File: src/rtl/syscall_halt_ctrl_if.sv
// ============================================================================
// Module      : syscall_halt_ctrl_if
// Description : Decode/regfile-side bundle for the SYSCALL PC sequencer.
//               The slave modport is the sequencer; the master modport is the
//               surrounding datapath (or a bench) that drives it.
//               Optional step_i exists only when SINGLE_STEP_EN is defined.
// Revision    : 1.0  initial release
// ============================================================================
`default_nettype none

interface syscall_halt_ctrl_if #(
   parameter int CNT_W = 32
);
   logic             syscall_i;
   logic [31:0]      v0_i;
   logic [31:0]      a0_i;
   logic             go_i;
`ifdef SINGLE_STEP_EN
   logic             step_i;
`endif
   logic             pc_en_o;
   logic             halted_o;
   logic [31:0]      disp_o;
   logic             disp_vld_o;
   logic [CNT_W-1:0] cycle_cnt_o;
   logic [CNT_W-1:0] halt_cnt_o;

   modport master (
`ifdef SINGLE_STEP_EN
      output step_i,
`endif
      output syscall_i, v0_i, a0_i, go_i,
      input  pc_en_o, halted_o, disp_o, disp_vld_o, cycle_cnt_o, halt_cnt_o
   );

   modport slave (
`ifdef SINGLE_STEP_EN
      input  step_i,
`endif
      input  syscall_i, v0_i, a0_i, go_i,
      output pc_en_o, halted_o, disp_o, disp_vld_o, cycle_cnt_o, halt_cnt_o
   );
endinterface

`default_nettype wire

File: src/rtl/syscall_halt_ctrl.sv
// ============================================================================
// Module      : syscall_halt_ctrl
// Description : PC write-enable sequencer around SYSCALL. A display service
//               (v0 == SHOW_CODE) latches a0 into the display register and
//               keeps running; any other service stalls the PC until a fresh
//               rising edge of the Go button, then retires one instruction.
//               Optional feature macro: SINGLE_STEP_EN (adds bus.step_i).
// Revision    : 1.0  initial release
// ============================================================================
`default_nettype none

module syscall_halt_ctrl #(
   parameter logic [31:0] SHOW_CODE = 32'h0000_0022,
   parameter int          CNT_W     = 32
) (
   input  wire logic          clk,
   input  wire logic          rst_n,
   syscall_halt_ctrl_if.slave bus
);

   typedef enum logic [1:0] {
      ST_RUN     = 2'd0,
      ST_HALT    = 2'd1,
      ST_RELEASE = 2'd2
   } state_t;

   state_t           r_state;
   logic             r_go_s1;
   logic             r_go_s2;
   logic             r_go_s3;
   logic [31:0]      r_disp;
   logic             r_disp_vld;
   logic [CNT_W-1:0] r_cycle_cnt;
   logic [CNT_W-1:0] r_halt_cnt;

   logic             w_go_rise;
   logic             w_halt_req;
   logic             w_show_req;
   logic             w_step_hold;
   logic             w_pc_en;
   logic             w_halted;

   assign w_go_rise  = r_go_s2 & ~r_go_s3;
   assign w_halt_req = bus.syscall_i & (bus.v0_i != SHOW_CODE);
   assign w_show_req = bus.syscall_i & (bus.v0_i == SHOW_CODE);

`ifdef SINGLE_STEP_EN
   logic r_step;

   // Step level is registered so entering/leaving step mode takes effect on the next edge
   always_ff @(posedge clk or negedge rst_n) begin
      if (!rst_n) begin
         r_step <= 1'b0;
      end else begin
         r_step <= bus.step_i;
      end
   end

   assign w_step_hold = r_step;
`else
   assign w_step_hold = 1'b0;
`endif

   // Go button: two-flop synchronizer plus a delay flop for rising-edge detect
   always_ff @(posedge clk or negedge rst_n) begin
      if (!rst_n) begin
         r_go_s1 <= 1'b0;
         r_go_s2 <= 1'b0;
         r_go_s3 <= 1'b0;
      end else begin
         r_go_s1 <= bus.go_i;
         r_go_s2 <= r_go_s1;
         r_go_s3 <= r_go_s2;
      end
   end

   // PC enable and halted flag depend only on state and decode inputs (no go path)
   always_comb begin
      w_pc_en  = 1'b0;
      w_halted = 1'b0;
      case (r_state)
         ST_RUN: begin
            w_pc_en  = ~w_halt_req & ~w_step_hold;
            w_halted = ~w_halt_req &  w_step_hold;
         end
         ST_HALT: begin
            w_halted = 1'b1;
         end
         ST_RELEASE: begin
            w_pc_en  = 1'b1;
         end
         default: begin
            w_pc_en  = 1'b0;
            w_halted = 1'b0;
         end
      endcase
   end

   // Sequencer FSM with display register and halt-entry counter
   always_ff @(posedge clk or negedge rst_n) begin
      if (!rst_n) begin
         r_state    <= ST_RUN;
         r_disp     <= 32'd0;
         r_disp_vld <= 1'b0;
         r_halt_cnt <= '0;
      end else begin
         r_disp_vld <= 1'b0;
         case (r_state)
            ST_RUN: begin
               if (w_halt_req) begin
                  // The halting syscall itself does not retire here
                  r_state <= ST_HALT;
                  if (~&r_halt_cnt) begin
                     r_halt_cnt <= r_halt_cnt + 1'b1;
                  end
               end else if (w_step_hold) begin
                  // Stepping: nothing retires until the operator presses Go
                  if (w_go_rise) begin
                     r_state <= ST_RELEASE;
                  end
               end else if (w_show_req) begin
                  r_disp     <= bus.a0_i;
                  r_disp_vld <= 1'b1;
               end
            end
            ST_HALT: begin
               // Only a fresh edge releases; a level held since entry has already been consumed
               if (w_go_rise) begin
                  r_state <= ST_RELEASE;
               end
            end
            ST_RELEASE: begin
               r_state <= ST_RUN;
`ifdef SINGLE_STEP_EN
               // A stepped display syscall updates the display as it retires
               if (w_step_hold && w_show_req) begin
                  r_disp     <= bus.a0_i;
                  r_disp_vld <= 1'b1;
               end
`endif
            end
            default: begin
               r_state <= ST_RUN;
            end
         endcase
      end
   end

   // Retired-instruction counter, saturating at all-ones
   always_ff @(posedge clk or negedge rst_n) begin
      if (!rst_n) begin
         r_cycle_cnt <= '0;
      end else if (w_pc_en && (~&r_cycle_cnt)) begin
         r_cycle_cnt <= r_cycle_cnt + 1'b1;
      end
   end

   assign bus.pc_en_o     = w_pc_en;
   assign bus.halted_o    = w_halted;
   assign bus.disp_o      = r_disp;
   assign bus.disp_vld_o  = r_disp_vld;
   assign bus.cycle_cnt_o = r_cycle_cnt;
   assign bus.halt_cnt_o  = r_halt_cnt;

endmodule

`default_nettype wire

File: src/flat_wrapper.sv
// flat-port wrapper written by rule: the top's interface ports become plain ports
module syscall_halt_ctrl_flat 
#(
   parameter logic [31:0] SHOW_CODE = 32'h0000_0022,
   parameter int          CNT_W     = 32
)
  (clk, rst_n, bus_syscall_i, bus_v0_i, bus_a0_i, bus_go_i, bus_pc_en_o, bus_halted_o, bus_disp_o, bus_disp_vld_o, bus_cycle_cnt_o, bus_halt_cnt_o);
  syscall_halt_ctrl_if #(.CNT_W(CNT_W)) bus_i ();
  input  wire logic clk;
  input  wire logic rst_n;
  input wire logic [$bits(bus_i.syscall_i)-1:0] bus_syscall_i;
  input wire logic [$bits(bus_i.v0_i)-1:0] bus_v0_i;
  input wire logic [$bits(bus_i.a0_i)-1:0] bus_a0_i;
  input wire logic [$bits(bus_i.go_i)-1:0] bus_go_i;
  output wire logic [$bits(bus_i.pc_en_o)-1:0] bus_pc_en_o;
  output wire logic [$bits(bus_i.halted_o)-1:0] bus_halted_o;
  output wire logic [$bits(bus_i.disp_o)-1:0] bus_disp_o;
  output wire logic [$bits(bus_i.disp_vld_o)-1:0] bus_disp_vld_o;
  output wire logic [$bits(bus_i.cycle_cnt_o)-1:0] bus_cycle_cnt_o;
  output wire logic [$bits(bus_i.halt_cnt_o)-1:0] bus_halt_cnt_o;
  assign bus_i.syscall_i = bus_syscall_i;
  assign bus_i.v0_i = bus_v0_i;
  assign bus_i.a0_i = bus_a0_i;
  assign bus_i.go_i = bus_go_i;
  assign bus_pc_en_o = bus_i.pc_en_o;
  assign bus_halted_o = bus_i.halted_o;
  assign bus_disp_o = bus_i.disp_o;
  assign bus_disp_vld_o = bus_i.disp_vld_o;
  assign bus_cycle_cnt_o = bus_i.cycle_cnt_o;
  assign bus_halt_cnt_o = bus_i.halt_cnt_o;
  syscall_halt_ctrl #(.SHOW_CODE(SHOW_CODE), .CNT_W(CNT_W)) u_core (.clk(clk), .rst_n(rst_n), .bus(bus_i));
endmodule
File: config.mk
export PLATFORM = sky130hd
export DESIGN_NAME = syscall_halt_ctrl_flat
export DESIGN_NICKNAME = d
export VERILOG_FILES = /design/src/rtl/syscall_halt_ctrl_if.sv /design/src/rtl/syscall_halt_ctrl.sv /design/src/flat_wrapper.sv
export SDC_FILE = /design/constraint.sdc
export NUM_CORES = 1
export LEC_CHECK = 0
export CAP_MARGIN = 20
export CORE_MARGIN = 3
export CORE_UTILIZATION = 45
export CTS_BUF_LIST = sky130_fd_sc_hd__clkbuf_4 sky130_fd_sc_hd__clkbuf_8
export CTS_CLUSTER_DIAMETER = 80
export DETAILED_ROUTE_END_ITERATION = 8
export PLACE_DENSITY = 0.81
export SLEW_MARGIN = 25
export SYNTH_ARGS = -nofsm -noshare
export SYNTH_HDL_FRONTEND = slang
export SYNTH_SLANG_ARGS = --single-unit
File: constraint.sdc
create_clock -name clk -period 4.7 [get_ports clk]
set_input_delay 1.41 -clock clk [delete_from_list [all_inputs] [get_ports clk]]
set_output_delay 1.41 -clock clk [all_outputs]
set_load 0.1 [all_outputs]
==> flow_metrics.py <==
metrics = {
    "outcome": {
        "outcome": "complete, no violations",
    },
    "synthesis": {
        "synth-edff-count": 0,
        "syn-cell-area_um2": 4500,
        "synth.ff_latch_count": 102,
        "synth.avg_cell_area_um2": 12.1,
        "syn_nets": 441,
        "synth_cell_types": 38,
        "ys_warn_count": 0,
        "synth-seq-area-share": 0.568,
        "async_flop_share": 1.00,
        "syn-instance-count": 371,
        "synth_top_flop_cell": "dfrtp_1",
    },
    "sta": {
        "worst_pin_slew_ns": 1.01,
        "finalMaxSlewViolations": 0,
        "timing.final.hold_violations": 0,
        "layout_worst_path_cycle_share": 0.971,
        "timing.max_slew.rel_slack": 0.323,
        "rsz0062_at_grt": "false",
        "setup-violations-final": 0,
        "final.min_clock_period_ns": 4.56,
        "finClkSkew_ns": 0.0118,
        "max_freq_mhz": 219,
        "final.setup.tns_ns": 0,
    },
    "drt": {
        "drt_pass1_iterations": 4,
        "routed_wirelength_um": 10900,
        "detailroute.via_count": 3556,
        "remaining_drc_errors": 0,
        "post_drt_wl_per_cell_um": 16.1,
        "ant_nets": 0,
        "viasPerCell": 5.24,
        "first_iter_violations": 75,
    },
    "floorplan": {
        "cell_row_count": 35,
        "floorplan.initialDensity": 0.475,
        "die_w_um": 106,
        "pin_count": 167,
        "die_height_um": 106,
        "die-area_um2": 11200,
        "area_of_the_core_um2": 9460,
    },
    "clocking": {
        "cts_buffers": 9,
        "clock_insertion_delay_worst_skew_ns": 0.35,
        "clk_pin_slew_worst_paths_ns": 0.09,
        "clk_path_buf_depth": 2,
        "tritoncts": "yes",
        "clock_sinks": 102,
        "cts.root.buffer_cell": "clkbuf_8",
        "htreeDepth": 3,
        "cts_post_setup_buffers_inserted": 0,
    },
    "global_route": {
        "grt_first_pass_wirelength_um": 17900,
        "grtUsageTotal": 0.196,
        "pin_count_of_the_biggest_net_entering_global_routing": 89,
        "grt_antenna_before_repair": 0,
        "first_global_vias": 3666,
        "gr-total-overflow": 0,
    },
    "min_path": {
        "hp-start": "u_core.r_go_s1",
        "holdPathStages": 0,
        "end_of_the_worst_hold_path": "u_core.r_go_s2",
        "hold_path_class": "register to register",
    },
    "place": {
        "post-place-cells": 664,
        "io_buffers": 166,
        "place.detailed.hpwl_um": 8190,
        "globalplace.congestion": 0.799,
        "place_area_um2": 6310,
    },
    "worst_setup_path": {
        "worst_path_dominant_cell_family": "simple AND/OR/NAND/NOR gates",
        "timing.critical_path.cells": "clkdlybuf4s50_1 > nor4_1 > nand4_1 > or2_1 > a21o_1 > inv_1 > buf_12",
        "crit_path_start_kind": "input port",
        "worstPathBufferInverterCount": 3,
        "crit-reg2reg-launch": "u_core.bus.cycle_cnt_o[0]",
        "r2r_cells": 7,
        "r2r-end": "u_core.bus.cycle_cnt_o[1]",
        "highest_net_fanout_along_the_worst_path": 3,
        "critPathKind": "input port to output pin",
        "slowest_delay_ns": 0.40,
        "cp.arrival_ns": 3.15,
        "reg2reg_setup_slack_ns": 2.12,
        "crit_path_end_kind": "output pin",
        "critical_path_required_ns": 3.29,
        "critical-path-slowest-cell": "clkdlybuf4s50_1",
    },
    "layout": {
        "final_net_count": 616,
        "n_antenna_cell": 0,
        "fin_util": 0.688,
        "final_layout_size_suffix_gt1_frac": 0.124,
        "finalInstanceArea_um2": 6500,
        "area_growth_syn_to_layout_pct": 44.7,
        "instances_no_fill": 679,
        "filler_cell_count": 745,
    },
    "flow_run": {
        "cap_viol_max_count": 0,
    },
    "power_and_ir_drop": {
        "power_per_cell_area_nw_per_um2": 367,
        "vdd_drop_max_uv": 429,
        "total_power_mw": 2.39,
        "power.static_leakage_nw": 2.76,
    },
}
## through the flow
step	hold slack (ns)	setup WS, ns
CTS	0.366	0.123
global route	0.380	0.000813
global placement	0.335	0.149
finish	0.362	0.137
detailed placement	0.343	0.129
floorplan	0.331	0.347
## routing by layer
metal,vias up,share of wire,global-route usage
met1,1760,0.41,0.245
met2,136,0.51,0.340
li1,1647,-,-
met4,0,0.014,0.0620
met5,-,0,0
met3,13,0.063,0.0437
## power by group
part | switching [mW] | internal [mW] | leakage [nW]
Combinational | 0.593 | 0.233 | 1.28
Clock | 0.297 | 0.251 | 0.0922
Sequential | 0.0796 | 0.936 | 1.38
## Yosys cell counts, types with 2 or more instances
cell	count	area (um^2)
mux2_2	33	372
buf_2	3	15.0
and4_1	3	26.3
nand2b_1	2	12.5
ha_1	2	25.0
nor4_1	7	43.8
and3_1	11	68.8
nor4_2	2	25.0
and2_1	9	56.3
nor2_1	16	60.1
buf_6	4	45.0
dfrtp_1	102	2550
nand2_1	23	86.3
xnor2_1	46	403
o21ai_0	2	10.0
nand3_1	33	165
and4_4	3	33.8
or2_2	2	12.5
inv_1	4	15.0
nor4b_1	2	17.5
nand4_1	20	125
xor2_1	15	131
nor3_1	10	50.1
nor2b_1	3	18.8
## worst max-delay path by stage
stage                  from     endpoint  slack (ns)  depth (start not counted)
2_1_floorplan   bus_v0_i[0]  bus_pc_en_o        0.35                          5
3_3_place_gp    bus_v0_i[0]  bus_pc_en_o        0.15                          7
3_5_place_dp   bus_v0_i[26]  bus_pc_en_o        0.13                          7
4_1_cts        bus_v0_i[26]  bus_pc_en_o        0.12                          7
5_1_grt        bus_v0_i[25]  bus_pc_en_o      0.0008                          7
6_report       bus_v0_i[26]  bus_pc_en_o        0.14                          7
## worst register-to-register path, stage by stage, from the launching register on
cell and delay, ns:
dfrtp_1 0.43, ha_1 0.19, nand3_1 0.17, or4_1 0.60
nor4_2 0.44, a211oi_4 0.07, buf_4 0.24, mux2_1 0.35
## registers in the layout (all words and copies together) (netlist names)
name	cells
u_core.bus.cycle_cnt_o	32
u_core.bus.disp_vld_o	1
u_core.r_state	2
u_core.r_go_s2	1
u_core.bus.disp_o	32
u_core.bus.halt_cnt_o	32
u_core.r_go_s1	1
u_core.r_go_s3	1
## kinds of logic (layout without fill, tap and decap cells)
kind of cell,after synthesis,count (layout),synth area share
and+or+nand+nor,153,153,0.193
muxes,34,34,0.0851
adders and majority gates,2,2,0.00556
AOI/OAI and AO/OA,7,7,0.0122
xor gates and xnor gates,61,61,0.119
DFF,102,102,0.568
buffers and inverters,12,191,0.0175
## placed cells by master (no fill, tap or decap), drive strengths merged, types with 3 or more instances in the layout
| cell | n |
|---|---|
| buf | 8 |
| dfrtp | 102 |
| xor2 | 15 |
| nor2b | 3 |
| inv | 5 |
| nor4 | 9 |
| o21ai | 3 |
| nand3 | 33 |
| or2 | 3 |
| and3 | 11 |
| and2 | 9 |
| nor3 | 11 |
| and4 | 6 |
| nand4 | 20 |
| nor2 | 16 |
| clkdlybuf4s50 | 164 |
| nand2 | 23 |
| xnor2 | 46 |
| mux2 | 34 |
| clkbuf | 10 |
## cell type report
class / count / area, um^2 / share of cell area
Tap cell: 129 / 161 / 0.0248
Clock buffer: 10 / 131 / 0.0202
Clock inverter: 5 / 58.8 / 0.00904
Timing Repair Buffer: 172 / 1720 / 0.264
Sequential cell: 102 / 2550 / 0.392
Multi-Input combinational cell: 257 / 1870 / 0.287
Inverter: 4 / 15.0 / 0.00231
## what timing repair did
item                       in CTS  in global routing
resized for setup               0                  0
hold buffers                    0                  0
setup endpoints to repair       0                  1
No activity file was read; power rests on OpenSTA's default activity.
